--- src/rtl/vga_overlay_pkg.sv ---
// Shared encodings, state type and default screen layout for the digit overlay.
package vga_overlay_pkg;

  // ROM chip-select encodings driven on ROMCS
  localparam logic [1:0] CS_BG   = 2'b00;
  localparam logic [1:0] CS_DIG  = 2'b01;
  localparam logic [1:0] CS_FLAG = 2'b11;

  // Glyph row index used for out-of-range values
  localparam int DASH_INDEX = 10;

  localparam int DEF_NUM_FIELDS = 9;
  localparam int DEF_NUM_FLAGS  = 2;

  // Field 0 occupies the least significant 10 bits
  localparam logic [DEF_NUM_FIELDS*10-1:0] DEF_FIELD_X =
    {10'd339, 10'd429, 10'd519, 10'd416, 10'd232, 10'd132, 10'd38, 10'd128, 10'd218};
  localparam logic [DEF_NUM_FIELDS*10-1:0] DEF_FIELD_Y =
    {10'd288, 10'd288, 10'd288, 10'd130, 10'd130, 10'd130, 10'd288, 10'd288, 10'd288};
  localparam logic [DEF_NUM_FLAGS*10-1:0] DEF_FLAG_X = {10'd500, 10'd338};
  localparam logic [DEF_NUM_FLAGS*10-1:0] DEF_FLAG_Y = {10'd370, 10'd370};

  typedef enum logic [1:0] {
    ST_IDLE,
    ST_FETCH,
    ST_COMMIT
  } seq_state_e;

endpackage

--- src/rtl/vga_digit_overlay_bcd_split.sv ---
// Splits a 7-bit value into decimal tens/ones digits; flags values above 99.
module bcd_split (
  input  logic [6:0] value,
  output logic [3:0] tens,
  output logic [3:0] ones,
  output logic       invalid
);

  // Constant divisors keep this a small combinational divider
  always_comb begin
    invalid = (value > 7'd99);
    tens    = 4'(value / 7'd10);
    ones    = 4'(value % 7'd10);
  end

endmodule

--- src/rtl/vga_digit_overlay.sv ---
// Per-frame register fetch into a shadow bank, atomic commit, and raster-to-ROM address mapping.
module vga_digit_overlay
  import vga_overlay_pkg::*;
#(
  parameter int NUM_FIELDS   = DEF_NUM_FIELDS,
  parameter int NUM_FLAGS    = DEF_NUM_FLAGS,
  parameter logic [NUM_FIELDS*10-1:0] FIELD_X = DEF_FIELD_X,
  parameter logic [NUM_FIELDS*10-1:0] FIELD_Y = DEF_FIELD_Y,
  parameter logic [NUM_FLAGS*10-1:0]  FLAG_X  = DEF_FLAG_X,
  parameter logic [NUM_FLAGS*10-1:0]  FLAG_Y  = DEF_FLAG_Y,
  parameter int DIG_W        = 40,
  parameter int DIG_H        = 60,
  parameter int DIG_PITCH    = 42,
  parameter int FLAG_W       = 100,
  parameter int FLAG_H       = 20,
  parameter int CURSOR_H     = 5,
  parameter int BLINK_FRAMES = 32,
  parameter int H_RES        = 640,
  parameter int ADDR_W       = 19,
  parameter int MEM_AW       = 4
) (
  input  logic              CLK,
  input  logic              RESET,
  input  logic [9:0]        PosX,
  input  logic [9:0]        PosY,
  output logic [MEM_AW-1:0] MemAddrOut,
  output logic              MemRdEn,
  input  logic [7:0]        MemDataIN,
  output logic [ADDR_W-1:0] ROMAddrOut,
  output logic [1:0]        ROMCS,
  output logic              Busy
);

  localparam int NREG = NUM_FIELDS + NUM_FLAGS + 1;
  localparam int FCW  = (BLINK_FRAMES > 1) ? $clog2(BLINK_FRAMES) : 1;

  localparam logic [MEM_AW-1:0] NREG_A    = MEM_AW'(NREG);
  localparam logic [ADDR_W-1:0] DIG_W_A   = ADDR_W'(DIG_W);
  localparam logic [ADDR_W-1:0] DIG_H_A   = ADDR_W'(DIG_H);
  localparam logic [ADDR_W-1:0] PITCH_A   = ADDR_W'(DIG_PITCH);
  localparam logic [ADDR_W-1:0] FLAG_W_A  = ADDR_W'(FLAG_W);
  localparam logic [ADDR_W-1:0] FLAG_H_A  = ADDR_W'(FLAG_H);
  localparam logic [ADDR_W-1:0] CUR_H_A   = ADDR_W'(CURSOR_H);
  localparam logic [ADDR_W-1:0] H_RES_A   = ADDR_W'(H_RES);
  localparam logic [FCW-1:0]    FRAME_TOP = FCW'(BLINK_FRAMES - 1);

  seq_state_e state_q, state_d;
  logic              rd_en_q, rd_en_d;
  logic [MEM_AW-1:0] addr_q, addr_d;
  logic              cap_pending_q, cap_pending_d;
  logic [MEM_AW-1:0] cap_addr_q, cap_addr_d;

  logic [9:0]           sh_tens_q [NUM_FIELDS];
  logic [9:0]           sh_tens_d [NUM_FIELDS];
  logic [9:0]           sh_ones_q [NUM_FIELDS];
  logic [9:0]           sh_ones_d [NUM_FIELDS];
  logic [NUM_FLAGS-1:0] sh_flag_q, sh_flag_d;
  logic [7:0]           sh_cursor_q, sh_cursor_d;

  logic [9:0]           live_tens_q [NUM_FIELDS];
  logic [9:0]           live_tens_d [NUM_FIELDS];
  logic [9:0]           live_ones_q [NUM_FIELDS];
  logic [9:0]           live_ones_d [NUM_FIELDS];
  logic [NUM_FLAGS-1:0] live_flag_q, live_flag_d;
  logic [7:0]           live_cursor_q, live_cursor_d;

  logic [FCW-1:0]    frame_cnt_q, frame_cnt_d;
  logic              blink_q, blink_d;
  logic [ADDR_W-1:0] rom_addr_q, rom_addr_d;
  logic [1:0]        cs_q, cs_d;

  logic       frame_start;
  logic [3:0] bcd_tens, bcd_ones;
  logic       bcd_invalid;
  logic [3:0] tens_idx, ones_idx;
  logic [9:0] tens_off, ones_off;

  assign frame_start = (PosX == 10'd0) && (PosY == 10'd0);

  bcd_split u_bcd_split (
    .value   (MemDataIN[6:0]),
    .tens    (bcd_tens),
    .ones    (bcd_ones),
    .invalid (bcd_invalid)
  );

  // Turn incoming digits into glyph row offsets before they reach the shadow bank
  always_comb begin
    tens_idx = bcd_invalid ? 4'(DASH_INDEX) : bcd_tens;
    ones_idx = bcd_invalid ? 4'(DASH_INDEX) : bcd_ones;
    tens_off = 10'(tens_idx) * 10'(DIG_H);
    ones_off = 10'(ones_idx) * 10'(DIG_H);
  end

  // Fetch sequencer: burst reads, shadow capture one cycle behind, single-cycle commit
  always_comb begin
    state_d       = state_q;
    rd_en_d       = 1'b0;
    addr_d        = '0;
    cap_pending_d = rd_en_q;
    cap_addr_d    = addr_q;
    sh_tens_d     = sh_tens_q;
    sh_ones_d     = sh_ones_q;
    sh_flag_d     = sh_flag_q;
    sh_cursor_d   = sh_cursor_q;
    live_tens_d   = live_tens_q;
    live_ones_d   = live_ones_q;
    live_flag_d   = live_flag_q;
    live_cursor_d = live_cursor_q;
    frame_cnt_d   = frame_cnt_q;
    blink_d       = blink_q;

    if (cap_pending_q) begin
      for (int i = 0; i < NUM_FIELDS; i++) begin
        if (cap_addr_q == MEM_AW'(i + 1)) begin
          sh_tens_d[i] = tens_off;
          sh_ones_d[i] = ones_off;
        end
      end
      for (int j = 0; j < NUM_FLAGS; j++) begin
        if (cap_addr_q == MEM_AW'(NUM_FIELDS + 1 + j)) begin
          sh_flag_d[j] = MemDataIN[0];
        end
      end
      if (cap_addr_q == NREG_A) begin
        sh_cursor_d = MemDataIN;
      end
    end

    case (state_q)
      ST_IDLE: begin
        if (frame_start) begin
          state_d = ST_FETCH;
          rd_en_d = 1'b1;
          addr_d  = MEM_AW'(1);
        end
      end
      ST_FETCH: begin
        if (rd_en_q && (addr_q != NREG_A)) begin
          rd_en_d = 1'b1;
          addr_d  = addr_q + MEM_AW'(1);
        end
        if (cap_pending_q && (cap_addr_q == NREG_A)) begin
          state_d = ST_COMMIT;
        end
      end
      ST_COMMIT: begin
        live_tens_d   = sh_tens_q;
        live_ones_d   = sh_ones_q;
        live_flag_d   = sh_flag_q;
        live_cursor_d = sh_cursor_q;
        if (frame_cnt_q == FRAME_TOP) begin
          frame_cnt_d = '0;
          blink_d     = ~blink_q;
        end else begin
          frame_cnt_d = frame_cnt_q + FCW'(1);
        end
        state_d = ST_IDLE;
      end
      default: state_d = ST_IDLE;
    endcase
  end

  // Raster mapping: first matching field digit, then flag, otherwise background
  always_comb begin : pixel_map
    logic [ADDR_W-1:0] px, py, ox, oy, off;
    logic              hit;
    px         = ADDR_W'(PosX);
    py         = ADDR_W'(PosY);
    ox         = '0;
    oy         = '0;
    off        = '0;
    hit        = 1'b0;
    rom_addr_d = px + H_RES_A * py;
    cs_d       = CS_BG;

    for (int i = 0; i < NUM_FIELDS; i++) begin
      for (int d = 0; d < 2; d++) begin
        ox  = ADDR_W'(FIELD_X[i*10 +: 10]) + ((d == 1) ? PITCH_A : '0);
        oy  = ADDR_W'(FIELD_Y[i*10 +: 10]);
        off = ADDR_W'((d == 1) ? live_ones_q[i] : live_tens_q[i]);
        if (!hit && (px >= ox) && (px < ox + DIG_W_A) && (py >= oy) && (py < oy + DIG_H_A)) begin
          hit = 1'b1;
          if (!(blink_q && (live_cursor_q == 8'(i + 1)) && (py >= oy + DIG_H_A - CUR_H_A))) begin
            rom_addr_d = (px - ox) + DIG_W_A * ((py - oy) + off);
            cs_d       = CS_DIG;
          end
        end
      end
    end

    for (int j = 0; j < NUM_FLAGS; j++) begin
      ox  = ADDR_W'(FLAG_X[j*10 +: 10]);
      oy  = ADDR_W'(FLAG_Y[j*10 +: 10]);
      off = live_flag_q[j] ? FLAG_H_A : '0;
      if (!hit && (px >= ox) && (px < ox + FLAG_W_A) && (py >= oy) && (py < oy + FLAG_H_A)) begin
        hit        = 1'b1;
        rom_addr_d = (px - ox) + FLAG_W_A * ((py - oy) + off);
        cs_d       = CS_FLAG;
      end
    end
  end

  // State, banks, blink and output registers
  always_ff @(posedge CLK or negedge RESET) begin
    if (!RESET) begin
      state_q       <= ST_IDLE;
      rd_en_q       <= 1'b0;
      addr_q        <= '0;
      cap_pending_q <= 1'b0;
      cap_addr_q    <= '0;
      sh_tens_q     <= '{default: '0};
      sh_ones_q     <= '{default: '0};
      sh_flag_q     <= '0;
      sh_cursor_q   <= '0;
      live_tens_q   <= '{default: '0};
      live_ones_q   <= '{default: '0};
      live_flag_q   <= '0;
      live_cursor_q <= '0;
      frame_cnt_q   <= '0;
      blink_q       <= 1'b0;
      rom_addr_q    <= '0;
      cs_q          <= CS_BG;
    end else begin
      state_q       <= state_d;
      rd_en_q       <= rd_en_d;
      addr_q        <= addr_d;
      cap_pending_q <= cap_pending_d;
      cap_addr_q    <= cap_addr_d;
      sh_tens_q     <= sh_tens_d;
      sh_ones_q     <= sh_ones_d;
      sh_flag_q     <= sh_flag_d;
      sh_cursor_q   <= sh_cursor_d;
      live_tens_q   <= live_tens_d;
      live_ones_q   <= live_ones_d;
      live_flag_q   <= live_flag_d;
      live_cursor_q <= live_cursor_d;
      frame_cnt_q   <= frame_cnt_d;
      blink_q       <= blink_d;
      rom_addr_q    <= rom_addr_d;
      cs_q          <= cs_d;
    end
  end

  assign MemRdEn    = rd_en_q;
  assign MemAddrOut = addr_q;
  assign ROMAddrOut = rom_addr_q;
  assign ROMCS      = cs_q;
  assign Busy       = (state_q != ST_IDLE);

endmodule

--- config.mk ---
export PLATFORM = sky130hd
export DESIGN_NAME = vga_digit_overlay
export DESIGN_NICKNAME = d
export VERILOG_FILES = /design/src/rtl/vga_overlay_pkg.sv /design/src/rtl/vga_digit_overlay_bcd_split.sv /design/src/rtl/vga_digit_overlay.sv
export SDC_FILE = /design/constraint.sdc
export NUM_CORES = 2
export LEC_CHECK = 0
export ABC_CLOCK_PERIOD_IN_PS = 7050
export BUFFER_PORTS_ARGS = -buffer_cell sky130_fd_sc_hd__buf_2
export CORE_ASPECT_RATIO = 0.75
export CORE_UTILIZATION = 55
export DETAILED_ROUTE_END_ITERATION = 16
export PLACE_DENSITY = 0.71
export SLEW_MARGIN = 25
export SYNTH_ARGS = -nofsm -noshare
export SYNTH_HDL_FRONTEND = slang
export SYNTH_SLANG_ARGS = --single-unit
--- constraint.sdc ---
create_clock -name CLK -period 7.05 [get_ports CLK]
set_clock_uncertainty 0.1 [all_clocks]
set_input_delay 0.3525 -clock CLK [delete_from_list [all_inputs] [get_ports CLK]]
set_output_delay 0.3525 -clock CLK [all_outputs]
set_load 0.01 [all_outputs]
# Word-level counts from Yosys, hierarchy flattened
# Index checks and enable logic that the tools add are counted.
# Widths: inputs -> output; s select.
# op_classes
add_sub_neg,66
mul,23
div,2
magnitude_cmp,49
eq_ne,27
mux,109
n_bitwise,1
reduce_logical,137
# op_table
op,count
$mux 19,38
$add 19x19->19,20
$mul 3x19->16 const A,18
$add 19x10->19,16
$sub 10x9->11 const B,12
$ge 10x9->1 const B,13
$lt 10x9->1 const B,13
$logic_and 1x1->1,100
$ge 10x8->1 const B,8
$mux 2,39
$sub 10x8->11 const B,7
$lt 10x8->1 const B,5
$mul 5x19->17 const A,2
$eq 8x3->1 const B,4
$lt 10x10->1 const B,3
$reduce_and 2->1,14
$add 11x11->12,2
$mux 1,23
$sub 10x10->11 const B,2
$eq 4x4->1 const B,5
$ge 10x10->1 const B,2
$logic_not 10->1,2
$lt 10x7->1 const B,2
$add 10x19->19,1
other kinds (33),63
# word_totals
reg_bits,347
inputBits,30
output_inout_bits,27
wordCells,464

# Logic depth before layout (Yosys ltp)
# depth
depth_word,119
mapped_depth,33

# Modules after synthesis
# From an unflattened synthesis, not the netlist that was laid out.
# hier_totals
cells_unflattened,6655
area_unflattened_um2,53949.2
# modules_own_cells
module,instances,cells_each,area_each_um2,seq_area_each_um2
vga_digit_overlay,1,6572,53363.7,8683.3
bcd_split,1,83,585.6,0.0

# Worst setup path after synthesis
# OpenSTA, ideal clock, no wires.
# synth_timing
path_type,input to register
start,in PosY[1]
end,"reg rom_addr_q[17], in the netlist ROMAddrOut[17]"
setup_ns,0.064
arrival_ns,6.584
setup_slack_ns,0.302
path_stages,29
n_path_buf,0
cell_sequence,inv_1 ha_1 xor2_1 inv_1 fa_1 inv_1 a21oi_1 o21ai_0 a21oi_1 o21ai_0 xor2_1 ha_1 ha_1 o21ai_0 nand2b_1 a21o_1 a21oi_1 xnor2_1 ha_1 o21a_1 o21ai_0 a21oi_1 or3b_2 o2111ai_1 nand3_1 a2111oi_0 o21ai_0 a31oi_1 a211o_1
# synth_via
elab_chain_cells,118
# synth_lines
item,line_no,text
start: declaration,vga_digit_overlay.sv:25,"input logic [9:0] PosY,"
"parallel branches: the longest is 117 deep, another holds $add 19x10->19",--,
$mux 19 *,vga_digit_overlay.sv:196,if (!hit && (px >= ox) && (px < ox + FLAG_W_A) && (py >= oy) && (py < oy + FLAG_H_A)) begin
named net rom_addr_d[17],vga_digit_overlay.sv:69,"logic [ADDR_W-1:0] rom_addr_q, rom_addr_d;"
end signal: assignment,vga_digit_overlay.sv:240,rom_addr_q <= rom_addr_d;
end: declaration,vga_digit_overlay.sv:69,
# Mark *: on every way through the listed nets, which the timed path passes.
# A chain may end at the register's enable or synchronous reset.

# Worst setup path after layout
# layout_timing
start,reg live_ones_q[82] (netlist name)
end,"reg rom_addr_q[15], in the netlist ROMAddrOut[15]"
# layout_via
elab_chain_cells,39
# layout_lines
item,line_no,text
start: declaration,vga_digit_overlay.sv:62,logic [9:0] live_ones_q [NUM_FIELDS];
start signal: assignment,vga_digit_overlay.sv:235,live_ones_q <= live_ones_d;
$add 19x10->19 *,vga_digit_overlay.sv:185,rom_addr_d = (px - ox) + DIG_W_A * ((py - oy) + off);
$mul 3x19->16 *,vga_digit_overlay.sv:185,
$add 19x19->19 *,vga_digit_overlay.sv:185,
$mux 19 *,vga_digit_overlay.sv:184,if (!(blink_q && (live_cursor_q == 8'(i + 1)) && (py >= oy + DIG_H_A - CUR_H_A))) begin
$mux 19 *,vga_digit_overlay.sv:182,if (!hit && (px >= ox) && (px < ox + DIG_W_A) && (py >= oy) && (py < oy + DIG_H_A)) begin
$mux 19,vga_digit_overlay.sv:184,
$mux 19 *,vga_digit_overlay.sv:182,
$mux 19,vga_digit_overlay.sv:184,
[... 23 more ...],--,
$mux 19,vga_digit_overlay.sv:184,
$mux 19 *,vga_digit_overlay.sv:182,
$mux 19,vga_digit_overlay.sv:184,
$mux 19 *,vga_digit_overlay.sv:182,
$mux 19,vga_digit_overlay.sv:184,
$mux 19 *,vga_digit_overlay.sv:182,
$mux 19 * (2 in a row),vga_digit_overlay.sv:196,
named net rom_addr_d[15],vga_digit_overlay.sv:69,
# Mark *: on every way through the listed nets, which the timed path passes. The rest lies on a longest branch.

==> flow_metrics.env <==
export IMPL_ioPinCount=57
export IMPL_drive_above_1_share_pct=10.7
export IMPL_drv_cap=0
export IMPL_synth_seq_area_share_pct=16.2
export IMPL_crit_fanout=2
export IMPL_synth_edf_count=0
export IMPL_ys_ff_latch=347
export IMPL_cts_root_buf="clkbuf_16"
export IMPL_hold_viol=0
export IMPL_vias_per_cell=6.17
export IMPL_crit_slowest_cell="xor2_1"
export IMPL_die_area_sq_mm=0.0986
export IMPL_critPathLaunch="live_ones_q[82]"
export IMPL_rsz0062_at_grt="no"
export IMPL_syn2layout_area_growth_pct=10.8
export IMPL_setup_ws_ns=0.163
export IMPL_htree_levels=2
export IMPL_r2r_slack_ns=0.16
export IMPL_post_route_drc_count=0
export IMPL_fp_row_count=98
export IMPL_setup_violations=0
export IMPL_worstSetupPathType="reg2reg"
export IMPL_grt_total_usage_pct=38.9
export IMPL_synth_cell_type_count=102
export IMPL_vias=50600
export IMPL_synth_fp_nets=7712
export IMPL_r2r_start="live_ones_q[82]"
export IMPL_synth_cell_area_sq_mm=0.0535
export IMPL_crit_arrival_ns=7.29
export IMPL_cp_required_ns=7.45
export IMPL_grt_pass1_wl_microns=292000
export IMPL_globalplace_congestion=1.07
export IMPL_ys_warnings_count=0
export IMPL_async_flop_share_pct=100
export IMPL_wire_per_inst_microns=23.9
export IMPL_layout_common_cells="ha_1 (1,050), nand2_1 (745), xnor2_1 (561), a21oi_1 (518), inv_1 (425)"
export IMPL_initial_core_util_pct=55.8
export IMPL_finalMaxSlewViolations=0
export IMPL_avgSynthCellArea_sq_um=8.19
export IMPL_cts_buffers=35
export IMPL_outcome="finished clean"
export IMPL_synth_ff_type="dfrtp_1"
export IMPL_whs_ns=0.0220
export IMPL_die_w_microns=362
export IMPL_min_period_ns=6.89
export IMPL_fin_crit_sh_pct=97.7
export IMPL_end_kind="flip-flop"
export IMPL_dp_slack_ns=-0.421
export IMPL_fp_coreArea_sq_mm=0.0959
export IMPL_syn_inst=6542
export IMPL_clk_insertion_delay_late_ns=0.62
export IMPL_clock_sinks=347
export IMPL_hold_class="in2reg"
export IMPL_worst_pin_slew_ns=1.29
export IMPL_crit_path_frequent_cell="ha_1"
export IMPL_grt_max_degree=186
export IMPL_slew_headroom_pct=13.8
export IMPL_overflow=0
export IMPL_tritoncts="built"
export IMPL_port_buffers=56
export IMPL_drtAntennaViolNets=0
export IMPL_hpwl_microns=161000
export IMPL_drtIter0Drc=4872
export IMPL_clockBufferDepth=3
export IMPL_final_common_cell="ha_1"
export IMPL_final_nets=8040
export IMPL_critPathLaunchType="flip-flop"
export IMPL_clk_pin_slew_ns=0.08
export IMPL_die_h_microns=272
export IMPL_slowest_delay_ns=0.46
export IMPL_dr_pass1_iters=6
export IMPL_antenna_found_initial=12
export IMPL_fmax_mhz=145
export IMPL_grt_pass1_vias=48100
export IMPL_worstHoldStart="MemDataIN[2]"
export IMPL_wl_microns=196000
==> cell usage after synthesis, drive strengths merged, types with 92 or more instances <==
master	count	area (sq um)
mux2	109	1230
ha	1050	13100
nand2	747	2810
inv	430	1610
o21ai	363	1840
xor2	184	1610
dfrtp	347	8680
o21bai	117	878
clkbuf	132	495
nor2	384	1450
a21o	145	1090
nand3	92	460
a21oi	522	2620
nor2b	108	676
xnor2	567	4970
nor3	176	886
==> worst max-delay path: cells and delay by family, from the launching register on <==
family	cells	cell delay (ns)
flip-flops	1	0.44
AND/OR/NAND/NOR	1	0.15
XOR/XNOR	2	0.57
buffers and inverters	2	0.36
adder cells (fa/ha/maj)	5	1.57
multiplexers	1	0.38
AO/OA/AOI/OAI	14	3.19
==> layer usage <==
layer / vias to the layer above / global-route usage, % / part of all wire (%)
met5: - / 0 / 0.031
met1: 24000 / 52.9 / 43
met2: 2105 / 57.8 / 41
met3: 474 / 7.74 / 9.6
li1: 24000 / - / -
met4: 10 / 21.1 / 6.4
==> cell type report <==
type,count,area [sq um]
Clock buffer,49,968
Multi-Input combinational cell,5587,42700
Tap cell,1300,1630
Inverter,432,1620
Sequential cell,347,8680
Fill cell,8550,36600
Timing Repair Buffer,467,3470
Antenna cell,3,7.51
Clock inverter,11,213
==> kinds of logic after synthesis <==
group / count (synthesis) / synth area share [%]
muxes: 115 / 2.40
buffers and inverters: 608 / 4.35
adders and majority gates: 1140 / 27.9
AOI/OAI and AO/OA: 1700 / 20.3
and+or+nand+nor: 1881 / 16.6
xor gates and xnor gates: 751 / 12.3
DFF: 347 / 16.2
==> registers in the layout, summed over array words and instances, names as in the netlist, 2 cells and up <==
name,cells
state_q,2
sh_flag_q,2
ROMAddrOut,19
live_ones_q,72
sh_tens_q,72
MemAddrOut,4
live_flag_q,2
sh_ones_q,72
sh_cursor_q,8
live_cursor_q,8
ROMCS,2
frame_cnt_q,5
cap_addr_q,4
live_tens_q,72
==> worst paths after layout <==
check | to | cells after the start
min reg2reg | cap_pending_q | 0
min in group asynchronous | live_cursor_q[3] | 2
min | sh_cursor_q[2] | 3
max in group asynchronous | sh_ones_q[65] | 5
max | ROMAddrOut[15] | 25
max reg2reg | ROMAddrOut[15] | 25
==> what timing repair did <==
item                                    4_1_cts  5_1_grt
gates resized for setup                       0        6
endpoints found under the setup margin        0        3
buffers inserted                              0        0
endpoints found under the hold margin        86        0
hold buffers                                  2        0
==> per-stage QoR <==
| step | area (sq um) | util [%] | std cells | setup TNS (ns) |
|---|---|---|---|---|
| after floorplan | 53500 | - | 6542 | 0 |
| after global placement | 58000 | 60.5 | 8129 | -0.492 |
| after detailed placement | 58000 | 60.5 | 8129 | -1.05 |
| after CTS | 59200 | 61.7 | 8191 | 0 |
| after global routing | 59300 | 61.9 | 8193 | 0 |
| final | 59300 | 61.9 | 8196 | 0 |
Power is left out: the tool's default activity adds up to more than one toggle a clock period on the data nets, which glitch-free logic cannot reach.
